$ cat config.mk
export PLATFORM = sky130hd
export DESIGN_NAME = en_extmem_ctrl
export DESIGN_NICKNAME = d
export VERILOG_FILES = /design/src/rtl/en_extmem_ctrl_pkg.sv /design/src/rtl/en_extmem_ctrl_boot_seq.sv /design/src/rtl/en_extmem_ctrl.sv
export SDC_FILE = /design/constraint.sdc
export NUM_CORES = 1
export LEC_CHECK = 0
export ABC_CLOCK_PERIOD_IN_PS = 2500
export CORE_ASPECT_RATIO = 0.7
export CORE_UTILIZATION = 34
export CTS_CLUSTER_DIAMETER = 50
export CTS_CLUSTER_SIZE = 24
export DETAILED_ROUTE_END_ITERATION = 7
export PLACE_DENSITY = 0.82
export SETUP_SLACK_MARGIN = 0.1
export SYNTH_ARGS = -nofsm -noshare
export SYNTH_HDL_FRONTEND = slang
export SYNTH_SLANG_ARGS = --single-unit
$ cat constraint.sdc
create_clock -name clock -period 2.5 [get_ports clock]
set_clock_uncertainty 0.1 [all_clocks]
set_input_delay 0.5 -clock clock [delete_from_list [all_inputs] [get_ports clock]]
set_output_delay 0.5 -clock clock [all_outputs]
set_load 0.05 [all_outputs]
$ cat src/rtl/en_extmem_ctrl_pkg.sv
// Shared token types, widths and controller state encoding for the ElectronNest
// external-memory path.
package pkg_en;

  localparam int WIDTH_DATA   = 32;
  localparam int WIDTH_EXADDR = 8;

  typedef struct packed {
    logic                    v;
    logic                    a;
    logic                    r;
    logic                    c;
    logic [WIDTH_EXADDR-1:0] i;
    logic [WIDTH_DATA-1:0]   d;
  } FTk_t;

  typedef struct packed {
    logic n;
    logic t;
    logic c;
  } BTk_t;

  typedef enum logic [1:0] {
    EXM_IDLE,
    EXM_PRE,
    EXM_IMG,
    EXM_RUN
  } exm_state_t;

  function automatic logic exm_booting(input exm_state_t s);
    return (s == EXM_PRE) || (s == EXM_IMG);
  endfunction

endpackage

$ cat src/rtl/en_extmem_ctrl_boot_seq.sv
// Boot sequencer: walks the preamble and image, issues image reads one cycle
// ahead and registers one boot token per cycle.
module en_extmem_boot_seq
  import pkg_en::*;
#(
  parameter int BOOT_PRE = 3,
  parameter int BOOT_LEN = 5
) (
  input  logic                    clk,
  input  logic                    rst_n,
  input  logic                    start,
  input  logic [WIDTH_DATA-1:0]   mem_rdata,
  output exm_state_t              state,
  output logic                    busy,
  output logic                    rd_en,
  output logic [WIDTH_EXADDR-1:0] rd_addr,
  output FTk_t                    tok
);

  localparam int BOOT_TOT = BOOT_PRE + BOOT_LEN;
  localparam int CNT_W    = $clog2(BOOT_TOT + 1);

  exm_state_t       state_q, state_d;
  logic [CNT_W-1:0] cnt_q, cnt_d;
  FTk_t             tok_q, tok_d;
  int               cnt_i, nxt_i;

  always_comb begin
    state_d = state_q;
    cnt_d   = cnt_q;
    tok_d   = '0;
    rd_en   = 1'b0;
    rd_addr = '0;
    cnt_i   = int'(cnt_q);
    nxt_i   = cnt_i + 1;
    unique case (state_q)
      EXM_IDLE: begin
        if (start) begin
          state_d = (BOOT_PRE > 0) ? EXM_PRE : EXM_IMG;
          cnt_d   = '0;
          // With no preamble the first image read must already go out here.
          if (BOOT_PRE == 0 && BOOT_LEN > 0) rd_en = 1'b1;
        end
      end
      EXM_PRE, EXM_IMG: begin
        tok_d.v = 1'b1;
        tok_d.a = (cnt_i == 0);
        if (cnt_i >= BOOT_PRE) tok_d.d = mem_rdata;
        // Read for the next count's word, so its data lands while that count is processed.
        if (nxt_i >= BOOT_PRE && nxt_i < BOOT_TOT) begin
          rd_en   = 1'b1;
          rd_addr = WIDTH_EXADDR'(nxt_i - BOOT_PRE);
        end
        if (nxt_i >= BOOT_TOT) begin
          state_d = EXM_RUN;
        end else begin
          cnt_d   = CNT_W'(nxt_i);
          state_d = (nxt_i >= BOOT_PRE) ? EXM_IMG : EXM_PRE;
        end
      end
      default: ;
    endcase
  end

  always_ff @(posedge clk or negedge rst_n) begin
    if (!rst_n) begin
      state_q <= EXM_IDLE;
      cnt_q   <= '0;
      tok_q   <= '0;
    end else begin
      state_q <= state_d;
      cnt_q   <= cnt_d;
      tok_q   <= tok_d;
    end
  end

  assign state = state_q;
  assign busy  = exm_booting(state_q);
  assign tok   = tok_q;

endmodule

$ cat src/rtl/en_extmem_ctrl.sv
// External memory controller: boot streaming, then load-priority arbitration of
// EN load/store ports onto one single-port synchronous memory.
module en_extmem_ctrl
  import pkg_en::*;
#(
  parameter int BOOT_PRE   = 3,
  parameter int BOOT_LEN   = 5,
  parameter int STARVE_LIM = 16
) (
  input  logic                    clock,
  input  logic                    reset,
  input  logic                    I_Boot,
  input  logic                    I_Ld_Req,
  input  logic [WIDTH_EXADDR-1:0] I_Ld_Addr,
  output FTk_t                    O_Ld_FTk,
  input  BTk_t                    I_Ld_BTk,
  input  logic                    I_St_Req,
  input  logic [WIDTH_EXADDR-1:0] I_St_Addr,
  input  FTk_t                    I_St_FTk,
  output BTk_t                    O_St_BTk,
  output logic                    O_Mem_En,
  output logic                    O_Mem_We,
  output logic [WIDTH_EXADDR-1:0] O_Mem_Addr,
  output logic [WIDTH_DATA-1:0]   O_Mem_WData,
  input  logic [WIDTH_DATA-1:0]   I_Mem_RData,
  output logic                    O_Busy,
  output logic                    O_St_Starve,
  output logic                    O_Err
);

  localparam int STV_W = $clog2(STARVE_LIM + 1);

  exm_state_t              state;
  logic                    boot_busy;
  logic                    boot_rd_en;
  logic [WIDTH_EXADDR-1:0] boot_rd_addr;
  FTk_t                    boot_tok;

  logic                    run, st_pend, ld_go, st_go, st_nack;
  logic [STV_W-1:0]        starve_q, starve_d;
  logic                    err_q, err_d;
  logic                    ld_vld_q, ld_vld_d;
  logic [WIDTH_EXADDR-1:0] ld_addr_q, ld_addr_d;
  logic                    tok_fields_unused;

  en_extmem_boot_seq #(
    .BOOT_PRE(BOOT_PRE),
    .BOOT_LEN(BOOT_LEN)
  ) u_boot (
    .clk      (clock),
    .rst_n    (reset),
    .start    (I_Boot),
    .mem_rdata(I_Mem_RData),
    .state    (state),
    .busy     (boot_busy),
    .rd_en    (boot_rd_en),
    .rd_addr  (boot_rd_addr),
    .tok      (boot_tok)
  );

  assign tok_fields_unused = ^{I_Ld_BTk, I_St_FTk.a, I_St_FTk.r, I_St_FTk.c, I_St_FTk.i};

  assign run     = (state == EXM_RUN);
  assign st_pend = I_St_Req & I_St_FTk.v;
  assign ld_go   = run & I_Ld_Req;
  assign st_go   = run & st_pend & ~I_Ld_Req;
  assign st_nack = st_pend & (boot_busy | ld_go);

  always_comb begin
    O_Mem_En    = 1'b0;
    O_Mem_We    = 1'b0;
    O_Mem_Addr  = '0;
    O_Mem_WData = '0;
    if (boot_busy) begin
      O_Mem_En   = boot_rd_en;
      O_Mem_Addr = boot_rd_addr;
    end else if (ld_go) begin
      O_Mem_En   = 1'b1;
      O_Mem_Addr = I_Ld_Addr;
    end else if (st_go) begin
      O_Mem_En    = 1'b1;
      O_Mem_We    = 1'b1;
      O_Mem_Addr  = I_St_Addr;
      O_Mem_WData = I_St_FTk.d;
    end
  end

  always_comb begin
    O_St_BTk   = '0;
    O_St_BTk.n = st_nack;
  end

  // Boot tokens are fully registered; load data passes straight from the memory port.
  always_comb begin
    O_Ld_FTk = '0;
    if (boot_tok.v) begin
      O_Ld_FTk = boot_tok;
    end else if (ld_vld_q) begin
      O_Ld_FTk.v = 1'b1;
      O_Ld_FTk.i = ld_addr_q;
      O_Ld_FTk.d = I_Mem_RData;
    end
  end

  always_comb begin
    starve_d  = '0;
    if (st_nack) begin
      starve_d = (starve_q == STV_W'(STARVE_LIM)) ? starve_q : starve_q + STV_W'(1);
    end
    err_d     = err_q | (boot_busy & I_Ld_Req) | (run & I_St_FTk.v & ~I_St_Req);
    ld_vld_d  = ld_go;
    ld_addr_d = ld_go ? I_Ld_Addr : ld_addr_q;
  end

  always_ff @(posedge clock or negedge reset) begin
    if (!reset) begin
      starve_q  <= '0;
      err_q     <= 1'b0;
      ld_vld_q  <= 1'b0;
      ld_addr_q <= '0;
    end else begin
      starve_q  <= starve_d;
      err_q     <= err_d;
      ld_vld_q  <= ld_vld_d;
      ld_addr_q <= ld_addr_d;
    end
  end

  assign O_Busy      = boot_busy;
  assign O_St_Starve = (starve_q == STV_W'(STARVE_LIM));
  assign O_Err       = err_q;

endmodule

==> metrics.md <==
| Metric | Value |
|---|---|
| Seq cells post-synth | `55` |
| Fin. max-slew vios | `0` |
| Fillcell total | `559` |
| Status | `finished with violations` |
| Clock Latency Late Sink | `290 ps` |
| GRT overflow | `0` |
| Switch Pwr | `739 µW` |
| Combinational family with the most area after synthesis | `simple AND/OR/NAND/NOR gates` |
| Combinational share of power | `34.6%` |
| EDFF count, synth | `0` |
| N_diodes | `0` |
| Placed cell area | `6140 µm²` |
| Power density over the cells | `371 nW/µm²` |
| Top cells by area, synth | `dfrtp_1 43%, and2_1 15%, nand2_1 8.4%, o21ai_0 5.7%, ha_1 3.2%` |
| Register share of total power | `36.2%` |
| Cell with the most instances after synthesis | `and2_1` |
| Vias | `3327` |
| Final HPWL DP | `8460 µm` |
| Cells after Synth | `356` |
| CTS sink count | `55` |
| Post-synth ARST share | `100%` |
| Unique masters post-synth | `44` |
| Max-cap violation count | `0` |
| CP max stage delay | `470 ps` |
| Switching share of power | `29.4%` |
| Adder-cell share of the synthesized area | `3.16%` |
| DRT antenna net count | `0` |
| Input/output buffers | `173` |
| Top cell by count, worst path | `ha_4` |
| Required time of the worst setup path | `1900 ps` |
| Synth Area per Inst | `8.89 µm²` |
| Fin nets | `676` |
| Synth Area in Simple Gates | `29.9%` |
| Post-layout util | `75.0%` |
| Die Ht | `82.7 µm` |
| Sequential fraction of the synthesis area | `43.5%` |
| Die area | `9700 µm²` |
| Vias in the first global route | `3373` |
| Hold Fails Final Rpt | `0` |
| Critical path fanouts, max | `5` |
| Synth Flop Type | `dfrtp_1` |
| CP Capture Type | `output port` |
| Final worst path period share | `117%` |
| Share of cells above drive strength 1 | `40.6%` |
| Most frequent cells after synthesis | `74 x and2_1, 71 x nand2_1, 55 x dfrtp_1, 36 x o21ai_0, 16 x clkbuf_1` |
| Static leakage | `0.00301 µW` |
| Global-route wire length before repair | `18200 µm` |
| XOR/XNOR share of the synthesized area | `2.21%` |
| Failing checks | `setup timing` |
| Delay-heaviest family, CP | `compound AO/OA/AOI/OAI gates` |
| Chip width | `117 µm` |
| H-tree depth | `2` |
| DRT Wirelength | `12300 µm` |
| Num CTS Buffers | `5` |
| Post-route setup slack | `-430 ps` |
| FF-to-FF path depth | `9` |
| Finished Layout Cells | `693` |
| RR Endpoint | `u_boot.state[1]` |
| Rel. slew slack | `60.1%` |
| Largest net degree at the start of global routing | `38` |
| Maximum clock frequency | `341 MHz` |
| WL/cell | `17.8 µm` |
| Synth Area in Compound Gates | `12.1%` |
| DRT Pass-1 Iters | `7` |
| DRT iter0 DRCs | `87` |
| Crit Path Class | `reg -> out` |
| DRC viols | `0` |
| Synthesized area | `3160 µm²` |
| CTS Buffer Depth | `2` |
| Period minus WS final | `2930 ps` |
| Worst Path Arrival | `2330 ps` |
| IO Count | `192` |
| Worst hold margin | `83.8 ps` |
| Critical path cell sequence | `ha_4 > and2_4 > a21oi_2 > nor2_2 > ha_4 > a2111oi_4 > buf_4 > a221o_2 > buf_12` |
| RSZ-0062 raised after global routing | `true` |
| Root buffer cell | `clkbuf_16` |
| Drt via density | `4.80` |
| Worst slew pin tran | `597 ps` |
| Clk slew on worst S/H paths | `70 ps` |
| DP Worst Slack | `-270 ps` |
| Number of core rows | `29` |
| YS warnings | `0` |
| CP startpoint kind | `register` |
| Clock power share | `29.2%` |
| Flop2flop setup slack | `340 ps` |
| Final setup violation count | `42` |
| CP bufs+invs | `2` |
| Fin area | `6780 µm²` |
| CTS tree | `yes` |
| Mux share of post-synthesis cell area | `3.88%` |
| Gr usage total | `24.6%` |
| Initial antenna violation count | `0` |
| Area Growth Syn to Fin | `114%` |
| Initial core utilization | `35.0%` |
| VDD IR max | `324 µV` |
| Int Pwr | `1770 µW` |
| Hold/Removal Path Class | `in -> async` |
| Synth top area share | `43.5%` |
| Core area | `9030 µm²` |
| Worst r2r src | `u_boot.cnt_q[0]` |
| Cts hold-fix bufs | `0` |
| Slowest library cell on the worst path | `dfrtp_2` |
| Placed cell count | `656` |
| Final GP Congestion | `0.812` |
| Largest area contributor in the netlist | `dfrtp_1` |
-- area by class of cell --
| cell class | count | area [µm²] | area share (%) |
|---|---|---|---|
| Sequential cell | 55 | 1380 | 20.4 |
| Inverter | 10 | 41.3 | 0.609 |
| Tap cell | 124 | 155 | 2.29 |
| Clock buffer | 8 | 156 | 2.31 |
| Timing Repair Buffer | 228 | 3150 | 46.5 |
| Multi-Input combinational cell | 268 | 1890 | 28.0 |
-- cell families after synthesis --
family | after synthesis
compound gates | 59
simple gates | 179
fa+ha+maj | 8
flops | 55
xor+xnor | 8
other cells | 1
buf+inv | 36
mux | 10
-- through the flow --
stage | total power, µW | setup TNS [ps]
3_3_place_gp | 1740 | -3620
5_1_grt | 2610 | -11560
6_report | 2510 | -9180
3_5_place_dp | 1750 | -5740
4_1_cts | 2520 | -5570
2_1_floorplan | 1270 | 0
-- registers in the layout, summed over array words and instances, names as in the netlist --
signal and cells:
u_boot.tok 34, starve_q 5, ld_addr_q 8, u_boot.state 2, O_Err 1, u_boot.cnt_q 4, ld_vld_q 1
-- power by group through the flow --
stage | Sequential (µW) | Combinational (µW) | Clock, µW
floorplan | 925 | 348 | 0
global placement | 926 | 813 | 0
detailed placement | 928 | 825 | 0
CTS | 911 | 865 | 743
global route | 912 | 902 | 792
finish | 911 | 869 | 733
-- layer usage --
| layer | GRT usage, % | wire (µm) |
|---|---|---|
| met1 | 31.1 | 5270 |
| met5 | 0 | 0 |
| met2 | 42.0 | 6350 |
| met4 | 8.18 | 174 |
| met3 | 6.18 | 515 |
-- worst reg2reg max path, delay by kind of cell, from the launching register on --
family                     cells  cell delay, ps
and+or+nand+nor                2             220
muxes                          1             230
adders and majority gates      1             200
DFF                            1             470
buffers and inverters          4             560
AOI/OAI and AO/OA              1             260
-- placed cells by master, fill, tap and decap left out, types with 5 or more instances in the layout --
master / n
buf_12: 90
clkdlybuf4s50_1: 82
nand2_1: 67
dfrtp_1: 52
and2_1: 41
buf_4: 40
and2_4: 33
o21ai_1: 30
mux2_2: 8
nor2_1: 7
buf_6: 7
inv_1: 5
xor2_1: 5
ha_1: 5
clkbuf_16: 5
-- how the worst max path moves through the flow --
stage	cells past startpoint	slack [ps]	end	from
2_1_floorplan	7	100	O_Mem_Addr[3]	u_boot.cnt_q[0]
3_3_place_gp	6	-210	O_Mem_Addr[2]	I_Ld_Req
3_5_place_dp	6	-270	O_Mem_Addr[2]	I_Ld_Req
4_1_cts	8	-360	O_Mem_Addr[7]	u_boot.cnt_q[0]
5_1_grt	9	-490	O_Mem_Addr[7]	u_boot.cnt_q[0]
6_report	9	-430	O_Mem_Addr[7]	u_boot.cnt_q[0]
-- repair_timing --
action	4_1_cts	5_1_grt
gates resized for setup	50	13
pin swaps	31	19
endpoints found under the setup margin	75	75
buffers inserted	20	10
endpoints found under the hold margin	0	0
cloned	4	0
Note: power is estimated with default switching activity, not from simulation.
